==> src/rtl/sensor_sweep_pkg.sv <==
// Shared types and default constants for the sensor sweep block.
package sensor_sweep_pkg;

  typedef enum logic [1:0] {
    IDLE  = 2'd0,
    DRIVE = 2'd1,
    DONE  = 2'd2
  } sweep_state_t;

  localparam int NUM_SENSORS_DEF = 4;
  localparam int HOLD_CYCLES_DEF = 2;

endpackage

==> src/rtl/sweep_hold_timer.sv <==
// Hold timer: counts clocks a code has been driven; tc marks the sample edge.
module sweep_hold_timer
  import sensor_sweep_pkg::*;
#(
  parameter int HOLD_CYCLES = HOLD_CYCLES_DEF
) (
  input  logic clk,
  input  logic n_rst,
  input  logic clear,
  input  logic enable,
  output logic tc
);

  // A one-clock hold still needs a 1-bit counter that just stays at zero.
  localparam int CW = (HOLD_CYCLES > 1) ? $clog2(HOLD_CYCLES) : 1;
  localparam logic [CW-1:0] TC_VAL = CW'(HOLD_CYCLES - 1);

  logic [CW-1:0] hold_cnt;

  // Count up while enabled, return to zero after the terminal count.
  always_ff @(posedge clk or negedge n_rst) begin
    if (!n_rst) begin
      hold_cnt <= '0;
    end else if (clear) begin
      hold_cnt <= '0;
    end else if (enable) begin
      if (tc) hold_cnt <= '0;
      else    hold_cnt <= hold_cnt + CW'(1);
    end
  end

  assign tc = (hold_cnt == TC_VAL);

endmodule

==> src/rtl/sensor_sweep.sv <==
// Sensor sweep stimulus: walks every sensor code, records the error response
// of each into a map and keeps a running error count.
//
//  state | meaning
//  IDLE  | sensors parked at 0, waiting for start
//  DRIVE | driving code, sampling error_in at each hold terminal count
//  DONE  | one-cycle done pulse, results held
module sensor_sweep
  import sensor_sweep_pkg::*;
#(
  parameter int NUM_SENSORS = NUM_SENSORS_DEF,
  parameter int HOLD_CYCLES = HOLD_CYCLES_DEF
) (
  input  logic                      clk,
  input  logic                      n_rst,
  input  logic                      start,
  input  logic                      error_in,
  output logic [NUM_SENSORS-1:0]    sensors,
  output logic                      busy,
  output logic                      done,
  output logic [2**NUM_SENSORS-1:0] error_map,
  output logic [NUM_SENSORS:0]      error_count
);

  localparam logic [NUM_SENSORS-1:0] CODE_MAX = '1;

  sweep_state_t state, next_state;
  logic [NUM_SENSORS-1:0] code;
  logic sample;
  logic last_sample;

  sweep_hold_timer #(
    .HOLD_CYCLES(HOLD_CYCLES)
  ) u_hold_timer (
    .clk    (clk),
    .n_rst  (n_rst),
    .clear  (state != DRIVE),
    .enable (state == DRIVE),
    .tc     (sample)
  );

  assign last_sample = sample && (code == CODE_MAX);

  // State register.
  always_ff @(posedge clk or negedge n_rst) begin
    if (!n_rst) state <= IDLE;
    else        state <= next_state;
  end

  // Next-state decode; start is only looked at in IDLE.
  always_comb begin
    next_state = state;
    case (state)
      IDLE:    if (start) next_state = DRIVE;
      DRIVE:   if (last_sample) next_state = DONE;
      DONE:    next_state = IDLE;
      default: next_state = IDLE;
    endcase
  end

  // Registered outputs, code counter and result map/count.
  always_ff @(posedge clk or negedge n_rst) begin
    if (!n_rst) begin
      sensors     <= '0;
      busy        <= 1'b0;
      done        <= 1'b0;
      error_map   <= '0;
      error_count <= '0;
      code        <= '0;
    end else begin
      case (state)
        IDLE: begin
          sensors <= '0;
          busy    <= 1'b0;
          done    <= 1'b0;
          if (start) begin
            error_map   <= '0;
            error_count <= '0;
            code        <= '0;
            busy        <= 1'b1;
          end
        end
        DRIVE: begin
          if (sample) begin
            error_map[code] <= error_in;
            error_count     <= error_count + (NUM_SENSORS + 1)'(error_in);
            if (code == CODE_MAX) begin
              sensors <= '0;
              busy    <= 1'b0;
              done    <= 1'b1;
            end else begin
              code    <= code + NUM_SENSORS'(1);
              sensors <= code + NUM_SENSORS'(1);
            end
          end
        end
        DONE: begin
          sensors <= '0;
          busy    <= 1'b0;
          done    <= 1'b0;
        end
        default: begin
          sensors <= '0;
          busy    <= 1'b0;
          done    <= 1'b0;
        end
      endcase
    end
  end

endmodule

==> config.mk <==
export PLATFORM = sky130hd
export DESIGN_NAME = sensor_sweep
export DESIGN_NICKNAME = d
export VERILOG_FILES = /design/src/rtl/sensor_sweep_pkg.sv /design/src/rtl/sweep_hold_timer.sv /design/src/rtl/sensor_sweep.sv
export SDC_FILE = /design/constraint.sdc
export NUM_CORES = 1
export LEC_CHECK = 0
export CAP_MARGIN = 0
export CORE_MARGIN = 2
export CORE_UTILIZATION = 55
export CTS_CLUSTER_DIAMETER = 40
export DETAILED_ROUTE_END_ITERATION = 8
export PLACE_DENSITY = 0.82
export REMOVE_ABC_BUFFERS = 1
export SETUP_SLACK_MARGIN = 0.3
export SKIP_CTS_REPAIR_TIMING = 1
export SYNTH_ARGS = -nofsm -noshare
export SYNTH_HDL_FRONTEND = slang
export SYNTH_SLANG_ARGS = --single-unit
==> constraint.sdc <==
create_clock -name clk -period 2.9 [get_ports clk]
set_clock_uncertainty 0.05 [all_clocks]
set_input_delay 0.29 -clock clk [delete_from_list [all_inputs] [get_ports clk]]
set_output_delay 0.29 -clock clk [all_outputs]
set_load 0.01 [all_outputs]
==> results of run 1 <==
## state kept, by name (all words and copies together), names as in the netlist
signal / cells
sensors: 4
u_hold_timer.tc: 1
error_map: 16
done: 1
busy: 1
error_count: 5
code: 4
state: 2
## cells by family (layout without fill, tap and decap cells)
| logic type | Yosys count | in the layout | synth area share |
|---|---|---|---|
| and+or+nand+nor | 66 | 66 | 0.225 |
| DFF | 34 | 34 | 0.469 |
| AOI/OAI and AO/OA | 31 | 31 | 0.126 |
| buffers and inverters | 20 | 45 | 0.0552 |
| muxes | 12 | 12 | 0.0683 |
| adders and majority gates | 6 | 6 | 0.0414 |
| xor gates and xnor gates | 3 | 3 | 0.0145 |
## layout make-up
class                      count  share of cell area
clock buffer                   7              0.0255
clock inverter                 1             0.00231
inverter                       5             0.00868
multi-input combinational    118               0.399
sequential                    34               0.394
tap                           44              0.0255
timing repair buffer          32               0.146
## per-layer routing
layer	vias to the layer above	wire length, um	GRT usage	share of wire
li1	664	-	-	-
met1	691	1700	0.305	0.46
met2	37	1790	0.365	0.48
met3	4	174	0.0567	0.047
met4	0	34	0.0638	0.0092
met5	-	0	0	0
## layout by cell type (no fill, tap or decap), types with 4 or more instances in the layout
| cell | instances |
|---|---|
| inv_1 | 5 |
| dfrtp_1 | 34 |
| mux2i_1 | 11 |
| o21ai_0 | 4 |
| nand3b_1 | 6 |
| a211o_1 | 7 |
| clkbuf_4 | 5 |
| nand3_1 | 9 |
| a21oi_1 | 5 |
| ha_1 | 6 |
| nor4b_2 | 4 |
| nand2b_1 | 4 |
| nor2_1 | 4 |
| a22o_1 | 7 |
| nand2_1 | 21 |
| clkdlybuf4s50_1 | 30 |
## through the flow
stage / util / hold WS [ns] / power, uW
CTS: 0.697 / 0.310 / 2230
floorplan: - / -0.0556 / 1460
global placement: 0.677 / 0.438 / 1900
global route: 0.697 / 0.318 / 2380
detailed placement: 0.677 / 0.442 / 1950
finish: 0.697 / 0.279 / 2220
## synth_stat cells
cell type   n
nor2b_1     1
a211oi_2    1
a211o_1     7
o31ai_1     2
o21ai_0     4
and3_1      1
inv_1       5
clkbuf_2    1
nor4b_2     4
nand2_1    21
and2_1      3
nand2b_1    4
buf_4       2
nand4_1     3
a22o_1      7
nor3_1      2
and3b_1     1
nor4_2      3
nand3b_1    6
xnor2_1     3
nand3_1     9
nor2_1      4
nand4b_1    2
mux2i_1    11
ha_1        6
mux2i_2     1
o22ai_1     3
a211oi_1    2
or3b_1      1
clkbuf_1    4
dfrtp_1    34
or2_2       1
a21oi_1     5
buf_6       1
buf_2       7
## report_power, final
group / internal, uW / switching (uW)
combinational: 548 / 533
sequential: 652 / 206
clock: 117 / 164
total: 1320 / 903
## worst max path at each step
stage	endpoint	slack, ns
final	error_map[1]	0.99
after detailed placement	error_map[1]	1.02
after CTS	error_map[1]	0.99
after global routing	error_map[1]	0.80
after global placement	error_count[2]	1.12
after floorplan	error_map[6]	1.0
==> metrics.yaml, run 1 <==
status: "finished, final reports clean"
min_path_type: "input pin to asynchronous set/reset pin"
path_delay_family: "flip-flops"
placedCellCount: 233
dpl_cell_area_um2: 2100
powerDensity_nw_per_um2: 1030
r2r_end: "error_map[1]"
final_area_um2: 2160
cts_buffers: 5
period_needed_ns: 1.91
grt_pass1_wl_um: 6150
worst_r2r_path_depth: 3
clock.fmax_ghz: 0.524
postRouteAntennaNets: 0
multiInputGateArea_um2: 862
max-cap-violations: 0
crit_fanout: 28
required_ns: 3.11
dieWidth_um: 61.4
wire_per_inst_um: 15.4
viasPerCell: 5.79
numPortBuffers: 30
track_usage: 0.226
grt_pass1_vias: 1329
place.gp.congestion: 0.759
ys_seq_area_frac: 0.469
drtIter0Drc: 73
core_area_um2: 3100
drive_gt1_frac: 0.0964
worstMarginPinSlew_ns: 0.925
synth.avg_cell_area_um2: 10.5
fin_cells: 241
critical_path.slowest_cell: "dfrtp_1"
finalSetupTns_ns: 0
yosysTopAreaCellShare: 0.469
arrival_ns: 2.11
die_y_um: 61.4
rows: 20
drv_slew: 0
reg2reg_slack_ns: 0.99
synth_cells: 172
startpoint: "state[1]"
ios: 31
dpl.hpwl_um: 2510
critPathCaptureType: "flip-flop"
worst_slack_ns: 0.993
ys_types: 35
rsz0062_at_grt: "false"
n_antenna_cell: 0
crit_chain: "or3b_1 > nand2_1 > mux2i_1"
cts_tree: "built"
num_vias: 1396
peakVddDrop_mv: 0.616
initial_core_util: 0.584
crit_path_max_incr_delay_ns: 0.97
clkTransAtPathRegs_ns: 0.11
ys_warn_count: 0
setup_violations: 0
nets: 206
areaGrowthSynthToFinish_pct: 19.3
wl_um: 3700
drc: 0
pre_cts_slack_ns: 1.02
worstSetupPathDepth: 3
dieArea_um2: 3770
cts_root_buffer: "clkbuf_4"
hold_viol_final: 0
clock_sinks: 34
first_pass_iters: 4
regArea_um2: 851
grt_max_degree: 35
critical_path_class: "flip-flop to flip-flop"
worstSkewPairLatency_ns: 0.35
crit_buf_inv: 0
r2r_start: "state[1]"
slew-limit-headroom: 0.383
yosys-top-cells-area: "dfrtp_1, mux2i_1, nand2_1"
synth_seq_cells: 34
cts_buffer_depth: 2
timing.final.crit_share: 0.658
overflow: 0
cts_max_level: 2
yosys.area.top_type: "dfrtp_1"
leakagePower_uw: 0.000908
worstSetupStartpointType: "flip-flop"
syn-cell-area_um2: 1810
antenna_found_initial: 0
fillerInstances: 270
Power figures use the tool's default switching activity.
==> inputs of run 2 (changes only) <==
--- a/config.mk
+++ b/config.mk
@@ -7,10 +7,10 @@
 export LEC_CHECK = 0
 export CAP_MARGIN = 0
 export CORE_MARGIN = 2
-export CORE_UTILIZATION = 55
+export CORE_UTILIZATION = 52
 export CTS_CLUSTER_DIAMETER = 40
 export DETAILED_ROUTE_END_ITERATION = 8
-export PLACE_DENSITY = 0.82
+export PLACE_DENSITY = 0.79
 export REMOVE_ABC_BUFFERS = 1
 export SETUP_SLACK_MARGIN = 0.3
 export SKIP_CTS_REPAIR_TIMING = 1
==> constraint.sdc (replaced) <==
create_clock -name clk -period 1.9 [get_ports clk]
set_clock_uncertainty 0.05 [all_clocks]
set_input_delay 0.19 -clock clk [delete_from_list [all_inputs] [get_ports clk]]
set_output_delay 0.19 -clock clk [all_outputs]
set_load 0.01 [all_outputs]
==> metrics.yaml, run 2 (synthesis results as in run 1) <==
status: "finished, final reports clean"
worstSetupStartpointType: "flip-flop"
fin_cells: 252
max-cap-violations: 0
ios: 31
min_path_type: "input pin to asynchronous set/reset pin"
reg2reg_slack_ns: 0.27
initial_core_util: 0.543
layout_commonest_cell: "dfrtp_1"
drtIter0Drc: 71
worstSkewPairLatency_ns: 0.36
grt_max_degree: 35
num_vias: 1454
die_y_um: 63.0
postRouteAntennaNets: 0
r2r_start: "code[1]"
clock_sinks: 34
timing.final.crit_share: 0.857
clock.fmax_ghz: 0.614
slew-limit-headroom: 0.717
cts_buffer_depth: 2
cts_tree: "built"
p_switching_uw: 1490
hold_viol_final: 0
setup_violations: 0
clkPwrFrac: 0.135
first_pass_iters: 4
worstMarginPinSlew_ns: 0.425
period_needed_ns: 1.63
nets: 215
p_seq_frac: 0.334
cts_root_buffer: "clkbuf_4"
clkTransAtPathRegs_ns: 0.11
place.gp.congestion: 0.763
wire_per_inst_um: 16.3
numPortBuffers: 30
rows: 21
mostFrequentLayoutCells: "dfrtp_1, clkdlybuf4s50_1, nand2_1"
largest_reg_flops: 16
peakVddDrop_mv: 0.686
powerDensity_nw_per_um2: 1610
critPathCaptureType: "flip-flop"
drive_gt1_frac: 0.189
largest-register: "error_map"
viasPerCell: 5.77
pwr-share-comb: 0.531
areaGrowthSynthToFinish_pct: 28.4
r2r_end: "error_map[12]"
swShare: 0.395
wl_um: 4110
grt_pass1_vias: 1403
leakagePower_uw: 0.000962
reg_top3: "error_map x16, error_count x5"
endpoint: "error_map[12]"
placedCellCount: 241
dieWidth_um: 63.0
critical_path_class: "flip-flop to flip-flop"
track_usage: 0.227
n_antenna_cell: 0
fillerInstances: 251
antenna_found_initial: 0
rsz0062_at_grt: "true"
worst_slack_ns: 0.272
startpoint: "code[1]"
p_int_uw: 2270
drc: 0
cts_max_level: 2
worst_r2r_path_depth: 5
pre_cts_slack_ns: 0.158
drv_slew: 0
cts_buffers: 5
arrival_ns: 1.83
required_ns: 2.10
dieArea_um2: 3970
p_total_uw: 3760
overflow: 0
dpl.hpwl_um: 2760
crit_fanout: 6
core_area_um2: 3340
grt_pass1_wl_um: 6960
run 2: how the worst min path moves through the flow:
stage                        startpoint       endpoint  slack, ns  cells after the start
final                             n_rst     sensors[0]       0.18                      2
after global routing              n_rst     sensors[2]       0.22                      2
after CTS                         n_rst     sensors[0]       0.20                      2
after detailed placement   error_map[9]   error_map[9]       0.43                      1
after global placement    error_map[10]  error_map[10]       0.44                      1
after floorplan                   n_rst           busy      -0.16                      0
run 2: final cells by class:
| type | instances | area (um^2) | share of cell area |
|---|---|---|---|
| Multi-Input combinational cell | 118 | 920 | 0.395 |
| Sequential cell | 34 | 857 | 0.368 |
| Timing Repair Buffer | 41 | 395 | 0.170 |
| Clock buffer | 8 | 78.8 | 0.0339 |
| Tap cell | 46 | 57.6 | 0.0247 |
| Inverter | 5 | 18.8 | 0.00806 |
run 2: per-stage QoR:
stage,cell area (um^2),utilization,hold slack [ns],TNS (ns)
5_1_grt,2330,0.697,0.220,0
4_1_cts,2240,0.672,0.197,0
3_5_place_dp,2160,0.648,0.430,0
2_1_floorplan,1730,-,-0.156,-0.00251
6_report,2330,0.697,0.182,0
3_3_place_gp,2160,0.648,0.437,0
run 2: power by group through the flow:
stage	clock [uW]	sequential (uW)	combinational, uW
after floorplan	0	1350	881
final	508	1260	1990
after detailed placement	0	1250	1850
after global placement	0	1230	1770
after global routing	543	1300	2160
after CTS	512	1240	1860
run 2: routing by layer:
metal,track usage,share of wire,up-vias
li1,-,-,679
met1,0.301,0.43,713
met2,0.367,0.49,52
met3,0.0378,0.053,10
met4,0.100,0.023,0
met5,0,0,-
run 2: worst max-delay path, cell delays in order, from the launching register on:
cell and delay, ns:
dfrtp_1 0.47, inv_1 0.21, ha_4 0.22, nand3_1 0.08
a211o_1 0.29, a22o_1 0.19
